### src/rtl/ntwrk_pkg.sv
// Shared types and defaults for the top-K network-size product unit.
package ntwrk_pkg;

    typedef enum logic [1:0] {
        COLLECT,
        MULT,
        OUT
    } state_t;

    localparam int NUM_POINTS_DEF = 1000;
    localparam int NUM_NTWRKS_DEF = 3;

    // Size width must be able to hold the value num_points itself.
    function automatic int sz_width(input int num_points);
        return $clog2(num_points) + 1;
    endfunction

endpackage

### src/rtl/ntwrk_prod_topk_insert.sv
// Sorted register array of the NUM_NTWRKS largest sizes; one descending
// insert per cycle, equal values land below existing entries.
module topk_insert #(
    parameter int NUM_NTWRKS = 3,
    parameter int SZ_W       = 11
) (
    input  logic                                clk,
    input  logic                                rst,
    input  logic                                clr,
    input  logic                                ins_vld,
    input  logic [SZ_W-1:0]                     ins_val,
    output logic [NUM_NTWRKS-1:0][SZ_W-1:0]     top
);

    logic [NUM_NTWRKS-1:0]              keep;
    logic [NUM_NTWRKS-1:0][SZ_W-1:0]    top_nxt;

    // keep[] is a run of ones from slot 0; the first zero is the insert point.
    for (genvar i = 0; i < NUM_NTWRKS; i++) begin : g_slot
        assign keep[i] = (top[i] >= ins_val);
        if (i == 0) begin : g_head
            assign top_nxt[i] = keep[i] ? top[i] : ins_val;
        end else begin : g_tail
            assign top_nxt[i] = keep[i]   ? top[i]  :
                                keep[i-1] ? ins_val : top[i-1];
        end
    end

    always_ff @(posedge clk) begin
        if (rst || clr) begin
            top <= '0;
        end else if (ins_vld) begin
            top <= top_nxt;
        end
    end

endmodule

### src/rtl/ntwrk_prod.sv
// Top-K network-size product: collect sizes, multiply the K largest one
// factor per cycle, hold the answer until accepted. NTWRK_PROD_SAT_EN enables saturation.
module ntwrk_prod
    import ntwrk_pkg::*;
#(
    parameter int NUM_POINTS = NUM_POINTS_DEF,
    parameter int NUM_NTWRKS = NUM_NTWRKS_DEF,
    parameter int SZ_W       = sz_width(NUM_POINTS),
    parameter int PROD_W     = SZ_W * NUM_NTWRKS
) (
    input  logic              clk,
    input  logic              rst,
    input  logic [SZ_W-1:0]   sz_in,
    input  logic              sz_vld,
    input  logic              sz_last,
    output logic              sz_rdy,
    output logic [PROD_W-1:0] answer,
    output logic              answer_vld,
    input  logic              answer_rdy,
    output logic              ovf,
    output logic              busy
);

    localparam int              CNT_W  = (NUM_NTWRKS < 1) ? 1 : $clog2(NUM_NTWRKS + 1);
    localparam logic [SZ_W-1:0] MAX_SZ = SZ_W'(NUM_POINTS);

    state_t                             state, state_nxt;
    logic [NUM_NTWRKS-1:0][SZ_W-1:0]    top;
    logic [PROD_W-1:0]                  acc;
    logic [CNT_W-1:0]                   cnt;
    logic                               accept;
    logic                               ins_vld;
    logic                               clr;
    logic [SZ_W-1:0]                    fac;
    logic [SZ_W-1:0]                    fac_eff;

    assign accept  = sz_vld && (state == COLLECT);
    assign ins_vld = accept && (sz_in != '0) && (sz_in <= MAX_SZ);
    assign clr     = (state == OUT) && answer_rdy;

    topk_insert #(
        .NUM_NTWRKS (NUM_NTWRKS),
        .SZ_W       (SZ_W)
    ) u_topk (
        .clk     (clk),
        .rst     (rst),
        .clr     (clr),
        .ins_vld (ins_vld),
        .ins_val (sz_in),
        .top     (top)
    );

    // cnt==0 is the entry cycle; cnt==i+1 multiplies by slot i.
    always_comb begin
        fac = '0;
        for (int i = 0; i < NUM_NTWRKS; i++) begin
            if (cnt == CNT_W'(i + 1)) begin
                fac = top[i];
            end
        end
    end

    assign fac_eff = (fac == '0) ? SZ_W'(1) : fac;

`ifdef NTWRK_PROD_SAT_EN
    logic                       ovf_q;
    logic [PROD_W+SZ_W-1:0]     prod_full;

    assign prod_full = {{SZ_W{1'b0}}, acc} * {{PROD_W{1'b0}}, fac_eff};

    function automatic logic prod_ovf(input logic [PROD_W+SZ_W-1:0] p);
        return (p[PROD_W+SZ_W-1:PROD_W] != '0);
    endfunction

    function automatic logic [PROD_W-1:0] prod_sat(input logic [PROD_W+SZ_W-1:0] p,
                                                   input logic                   sticky);
        return (sticky || prod_ovf(p)) ? {PROD_W{1'b1}} : p[PROD_W-1:0];
    endfunction

    always_ff @(posedge clk) begin
        if (rst) begin
            ovf_q <= 1'b0;
        end else if (state == MULT && cnt != '0 && prod_ovf(prod_full)) begin
            ovf_q <= 1'b1;
        end else if (clr) begin
            ovf_q <= 1'b0;
        end
    end

    assign ovf = ovf_q;
`else
    logic [PROD_W-1:0]          prod_wrap;

    assign prod_wrap = acc * PROD_W'(fac_eff);
    assign ovf       = 1'b0;
`endif

    always_ff @(posedge clk) begin
        if (rst) begin
            state <= COLLECT;
        end else begin
            state <= state_nxt;
        end
    end

    always_comb begin
        state_nxt = state;
        case (state)
            COLLECT: if (accept && sz_last)                state_nxt = MULT;
            MULT:    if (cnt == CNT_W'(NUM_NTWRKS))        state_nxt = OUT;
            OUT:     if (answer_rdy)                       state_nxt = COLLECT;
            default:                                       state_nxt = COLLECT;
        endcase
    end

    // An empty array forces a zero seed so the answer stays 0.
    always_ff @(posedge clk) begin
        if (rst) begin
            acc <= '0;
            cnt <= '0;
        end else begin
            case (state)
                COLLECT: cnt <= '0;
                MULT: begin
                    cnt <= cnt + 1'b1;
                    if (cnt == '0) begin
                        acc <= (top[0] == '0) ? '0 : PROD_W'(1);
                    end else begin
`ifdef NTWRK_PROD_SAT_EN
                        acc <= prod_sat(prod_full, ovf_q);
`else
                        acc <= prod_wrap;
`endif
                    end
                end
                OUT: if (answer_rdy) acc <= '0;
                default: cnt <= '0;
            endcase
        end
    end

    assign sz_rdy     = (state == COLLECT);
    assign answer_vld = (state == OUT);
    assign busy       = (state == MULT) || (state == OUT);
    assign answer     = acc;

endmodule

### config.mk
export PLATFORM = sky130hd
export DESIGN_NAME = ntwrk_prod
export DESIGN_NICKNAME = d
export VERILOG_FILES = /design/src/rtl/ntwrk_pkg.sv /design/src/rtl/ntwrk_prod_topk_insert.sv /design/src/rtl/ntwrk_prod.sv
export SDC_FILE = /design/constraint.sdc
export NUM_CORES = 1
export LEC_CHECK = 0
export CAP_MARGIN = 15
export CORE_MARGIN = 5
export CORE_UTILIZATION = 41
export CTS_CLUSTER_SIZE = 30
export DETAILED_ROUTE_END_ITERATION = 10
export PLACE_DENSITY_LB_ADDON = 0.15
export SETUP_SLACK_MARGIN = 0.5
export SLEW_MARGIN = 20
export SYNTH_ARGS = -nofsm -noshare
export SYNTH_HDL_FRONTEND = slang
export SYNTH_SLANG_ARGS = --single-unit
### constraint.sdc
create_clock -name clk -period 6.6 [get_ports clk]
set_input_delay 1.32 -clock clk [delete_from_list [all_inputs] [get_ports clk]]
set_output_delay 1.32 -clock clk [all_outputs]
set_load 0.02 [all_outputs]
==> impl_metrics.prom <==
# TYPE chip_impl_metric gauge
chip_impl_metric{name="antenna-diode-count",unit=""} 0
chip_impl_metric{name="utilization",unit=""} 0.4992
chip_impl_metric{name="mappedNetlistArea",unit="µm²"} 12480
chip_impl_metric{name="routabilityCongestion",unit=""} 0.8820
chip_impl_info{name="clock_tree_from_tritoncts",value="yes"} 1
chip_impl_metric{name="via_per_inst",unit=""} 5.302
chip_impl_metric{name="detailedPlace.worstSlack",unit="ps"} 16.46
chip_impl_info{name="mostFrequentLayoutCells",value="sky130_fd_sc_hd__nand2_1, sky130_fd_sc_hd__fa_1, sky130_fd_sc_hd__inv_1"} 1
chip_impl_info{name="path_common_cell",value="sky130_fd_sc_hd__fa_1"} 1
chip_impl_metric{name="number_of_nets_in_the_synthesized_netlist",unit=""} 1752
chip_impl_metric{name="floorplan.die.height",unit="µm"} 184.5
chip_impl_metric{name="power.density",unit="nW/µm²"} 99.62
chip_impl_metric{name="dpl.hpwl",unit="mm"} 27.71
chip_impl_metric{name="finalWorstPathRequiredPeriod",unit="ps"} 6489
chip_impl_metric{name="wire_per_inst",unit="µm"} 18.99
chip_impl_metric{name="timing_hold_violations_final",unit=""} 0
chip_impl_metric{name="dpl-instance-area",unit="µm²"} 13800
chip_impl_metric{name="grt_max_degree",unit=""} 33
chip_impl_metric{name="grt_antenna_before_repair",unit=""} 0
chip_impl_info{name="crit_path_start_kind",value="register"} 1
chip_impl_metric{name="core_area",unit="µm²"} 29870
chip_impl_metric{name="crit_path_max_fanout",unit=""} 6
chip_impl_metric{name="yosys_register_bits",unit=""} 70
chip_impl_metric{name="vias",unit=""} 10000
chip_impl_metric{name="ff2ff_path_depth",unit=""} 28
chip_impl_metric{name="cpPeakStageDelay",unit="ps"} 580
chip_impl_metric{name="dr.first_iter.drc_count",unit=""} 558
chip_impl_metric{name="design.final.nets",unit=""} 1826
chip_impl_metric{name="overflow",unit=""} 0
chip_impl_metric{name="clkLatencyLatePin",unit="ps"} 350
chip_impl_metric{name="max_cap_viol_count",unit=""} 0
chip_impl_info{name="dominantRegCellSynth",value="sky130_fd_sc_hd__dfxtp_1"} 1
chip_impl_info{name="classification_of_the_worst_setup_path",value="register to register"} 1
chip_impl_metric{name="worst_slew_pin_slew",unit="ps"} 1058
chip_impl_metric{name="final.fill_count",unit=""} 2849
chip_impl_metric{name="clk_transition_reported_paths",unit="ps"} 70
chip_impl_metric{name="report.final.slew_viol_count",unit=""} 0
chip_impl_metric{name="fp.dieArea",unit="µm²"} 34030
chip_impl_metric{name="period_share",unit=""} 0.9832
chip_impl_metric{name="timing.max_slew.rel_slack",unit=""} 0.2950
chip_impl_metric{name="floorplan.rows",unit=""} 63
chip_impl_info{name="timing.hold.worst.class",value="register to register"} 1
chip_impl_metric{name="setup_tns_final",unit="ps"} 0
chip_impl_metric{name="layout.cell_area.non_filler",unit="µm²"} 14910
chip_impl_metric{name="ys_async_sr_fraction",unit=""} 0
chip_impl_metric{name="synthesis.yosys.warnings",unit=""} 0
chip_impl_metric{name="p_leak",unit="nW"} 6.642
chip_impl_info{name="rsz0062_at_grt",value="true"} 1
chip_impl_metric{name="floorplan.die.width",unit="µm"} 184.5
chip_impl_metric{name="route.final.wire_length",unit="mm"} 35.81
chip_impl_metric{name="synth.distinct_cells",unit=""} 62
chip_impl_metric{name="crit_arrival",unit="ps"} 6730
chip_impl_metric{name="boundaryPins",unit=""} 53
chip_impl_metric{name="htreeDepth",unit=""} 3
chip_impl_info{name="cp-end-kind",value="register"} 1
chip_impl_info{name="outcome",value="completed"} 1
chip_impl_info{name="clock_tree_root_buffer_cell",value="sky130_fd_sc_hd__clkbuf_16"} 1
chip_impl_metric{name="netlist_instances",unit=""} 1418
chip_impl_info{name="critPathSlowestCell",value="sky130_fd_sc_hd__fa_1"} 1
chip_impl_metric{name="setup_viol_count_final",unit=""} 0
chip_impl_metric{name="worst_clock_skew",unit="ps"} 11.91
chip_impl_metric{name="seq_area_frac_synth",unit=""} 0.1123
chip_impl_metric{name="initial_standard_cell_utilization_of_the_core",unit=""} 0.4178
chip_impl_metric{name="postLayoutSetupSlackWorst",unit="ps"} 110.9
chip_impl_metric{name="critPathRequiredTime",unit="ps"} 6840
chip_impl_metric{name="vdd_drop_max",unit="V"} 0.0001128
chip_impl_metric{name="cts_buffer_depth",unit=""} 2
chip_impl_metric{name="clkSinkCount",unit=""} 70
chip_impl_metric{name="dr.pass1.iters",unit=""} 5
chip_impl_metric{name="ant_nets",unit=""} 0
chip_impl_metric{name="syn_to_final_growth",unit="%"} 19.48
chip_impl_metric{name="syn_avg_cell_area",unit="µm²"} 8.803
chip_impl_metric{name="synth_enable_flop_cells",unit=""} 0
chip_impl_info{name="leading_cell_type_in_the_layout_fill_and_taps_excluded",value="sky130_fd_sc_hd__nand2_1"} 1
chip_impl_metric{name="num_cts_buffers",unit=""} 9
chip_impl_metric{name="grt_pass1_vias",unit=""} 10780
chip_impl_metric{name="wire_length_of_the_first_global_routing_pass",unit="mm"} 58.51
chip_impl_metric{name="grtUsageTotal",unit=""} 0.2189
chip_impl_metric{name="port_buffers",unit=""} 51
chip_impl_metric{name="multi_input_area",unit="µm²"} 10520
chip_impl_metric{name="area.sequential",unit="µm²"} 1406
chip_impl_metric{name="layout-drive-gt1-share",unit=""} 0.1390
chip_impl_metric{name="maxClockFrequency",unit="MHz"} 154.1
chip_impl_metric{name="drcViolationCount",unit=""} 0
chip_impl_metric{name="worst_hold_path.num_cells",unit=""} 2
[worst max-delay path: cells and delay by family (launching register included)]
kind | cells | cell delay (ps)
AO/OA/AOI/OAI | 10 | 1800
XOR/XNOR | 1 | 130
AND/OR/NAND/NOR | 1 | 80
buffers and inverters | 8 | 820
adder cells (fa/ha/maj) | 7 | 2990
multiplexers | 1 | 210
flip-flops | 1 | 320
[metrics by stage]
stage	total power [mW]	std cells	hold slack (ps)
2_1_floorplan	0.7748	1418	448.2
3_3_place_gp	0.9436	1838	497.5
3_5_place_dp	0.9493	1838	506.0
4_1_cts	1.487	1876	516.0
5_1_grt	1.566	1886	542.0
6_report	1.486	1886	515.7
[power by group]
part	total [mW]	internal (mW)	switching [mW]
logic	0.508	0.220	0.287
registers	0.499	0.454	0.0450
clock network	0.479	0.255	0.224
[worst paths after layout]
| path | from | to | slack, ps |
|---|---|---|---|
| worst min-delay path | u_topk.top[32] | u_topk.top[32] | 520 |
| worst min register to register | u_topk.top[32] | u_topk.top[32] | 520 |
| worst max-delay path | cnt[1] | answer[32] | 110 |
| worst max register to register | cnt[1] | answer[32] | 110 |
[area by class of cell]
type,instances,share of cell area
multi-input combinational,1067,0.7053
sequential,70,0.09430
clock inverter,6,0.003188
timing repair buffer,142,0.09833
clock buffer,9,0.01510
inverter,202,0.05101
tap,390,0.03272
[layer usage]
metal,global-route usage,share of wire
met1,0.2832,0.42
met2,0.3757,0.49
met3,0.03079,0.046
met4,0.07779,0.038
met5,0,0
[registers in the layout, summed over array words and instances (netlist names)]
register and cells:
u_topk.top 33, state 2, answer 33, cnt 2
[cell usage after synthesis, types with 11 or more instances]
cell	number	area share
sky130_fd_sc_hd__a211oi_1	15	0.0090
sky130_fd_sc_hd__a21o_1	13	0.0078
sky130_fd_sc_hd__a21oi_1	37	0.015
sky130_fd_sc_hd__a22oi_1	23	0.014
sky130_fd_sc_hd__and2_1	109	0.055
sky130_fd_sc_hd__clkbuf_1	70	0.021
sky130_fd_sc_hd__dfxtp_1	70	0.11
sky130_fd_sc_hd__fa_1	228	0.37
sky130_fd_sc_hd__ha_1	90	0.090
sky130_fd_sc_hd__inv_1	201	0.060
sky130_fd_sc_hd__mux2_2	13	0.012
sky130_fd_sc_hd__mux2i_1	33	0.026
sky130_fd_sc_hd__nand2_1	249	0.075
sky130_fd_sc_hd__nor2_1	62	0.019
sky130_fd_sc_hd__nor2b_1	11	0.0055
sky130_fd_sc_hd__o21a_1	14	0.0084
sky130_fd_sc_hd__o21ai_0	23	0.0092
sky130_fd_sc_hd__xnor2_1	29	0.020
sky130_fd_sc_hd__xor2_1	12	0.0084
[kinds of logic after synthesis]
logic type               Yosys count  synth area share
multiplexers                      47           0.03939
XOR/XNOR                          41           0.02877
buffers and inverters            281           0.08520
other                              1         0.0003004
flip-flops                        70            0.1123
AND/OR/NAND/NOR                  491            0.1855
AO/OA/AOI/OAI                    169           0.09262
adder cells (fa/ha/maj)          318            0.4559
[repair_timing]
item | 4_1_cts | 5_1_grt
pin swaps | 28 | 38
cloned | 3 | 2
buffers inserted | 20 | 8
setup endpoints to repair | 18 | 19
resized for setup | 67 | 42
hold buffers | 0 | 0
Power figures use the tool's default switching activity.
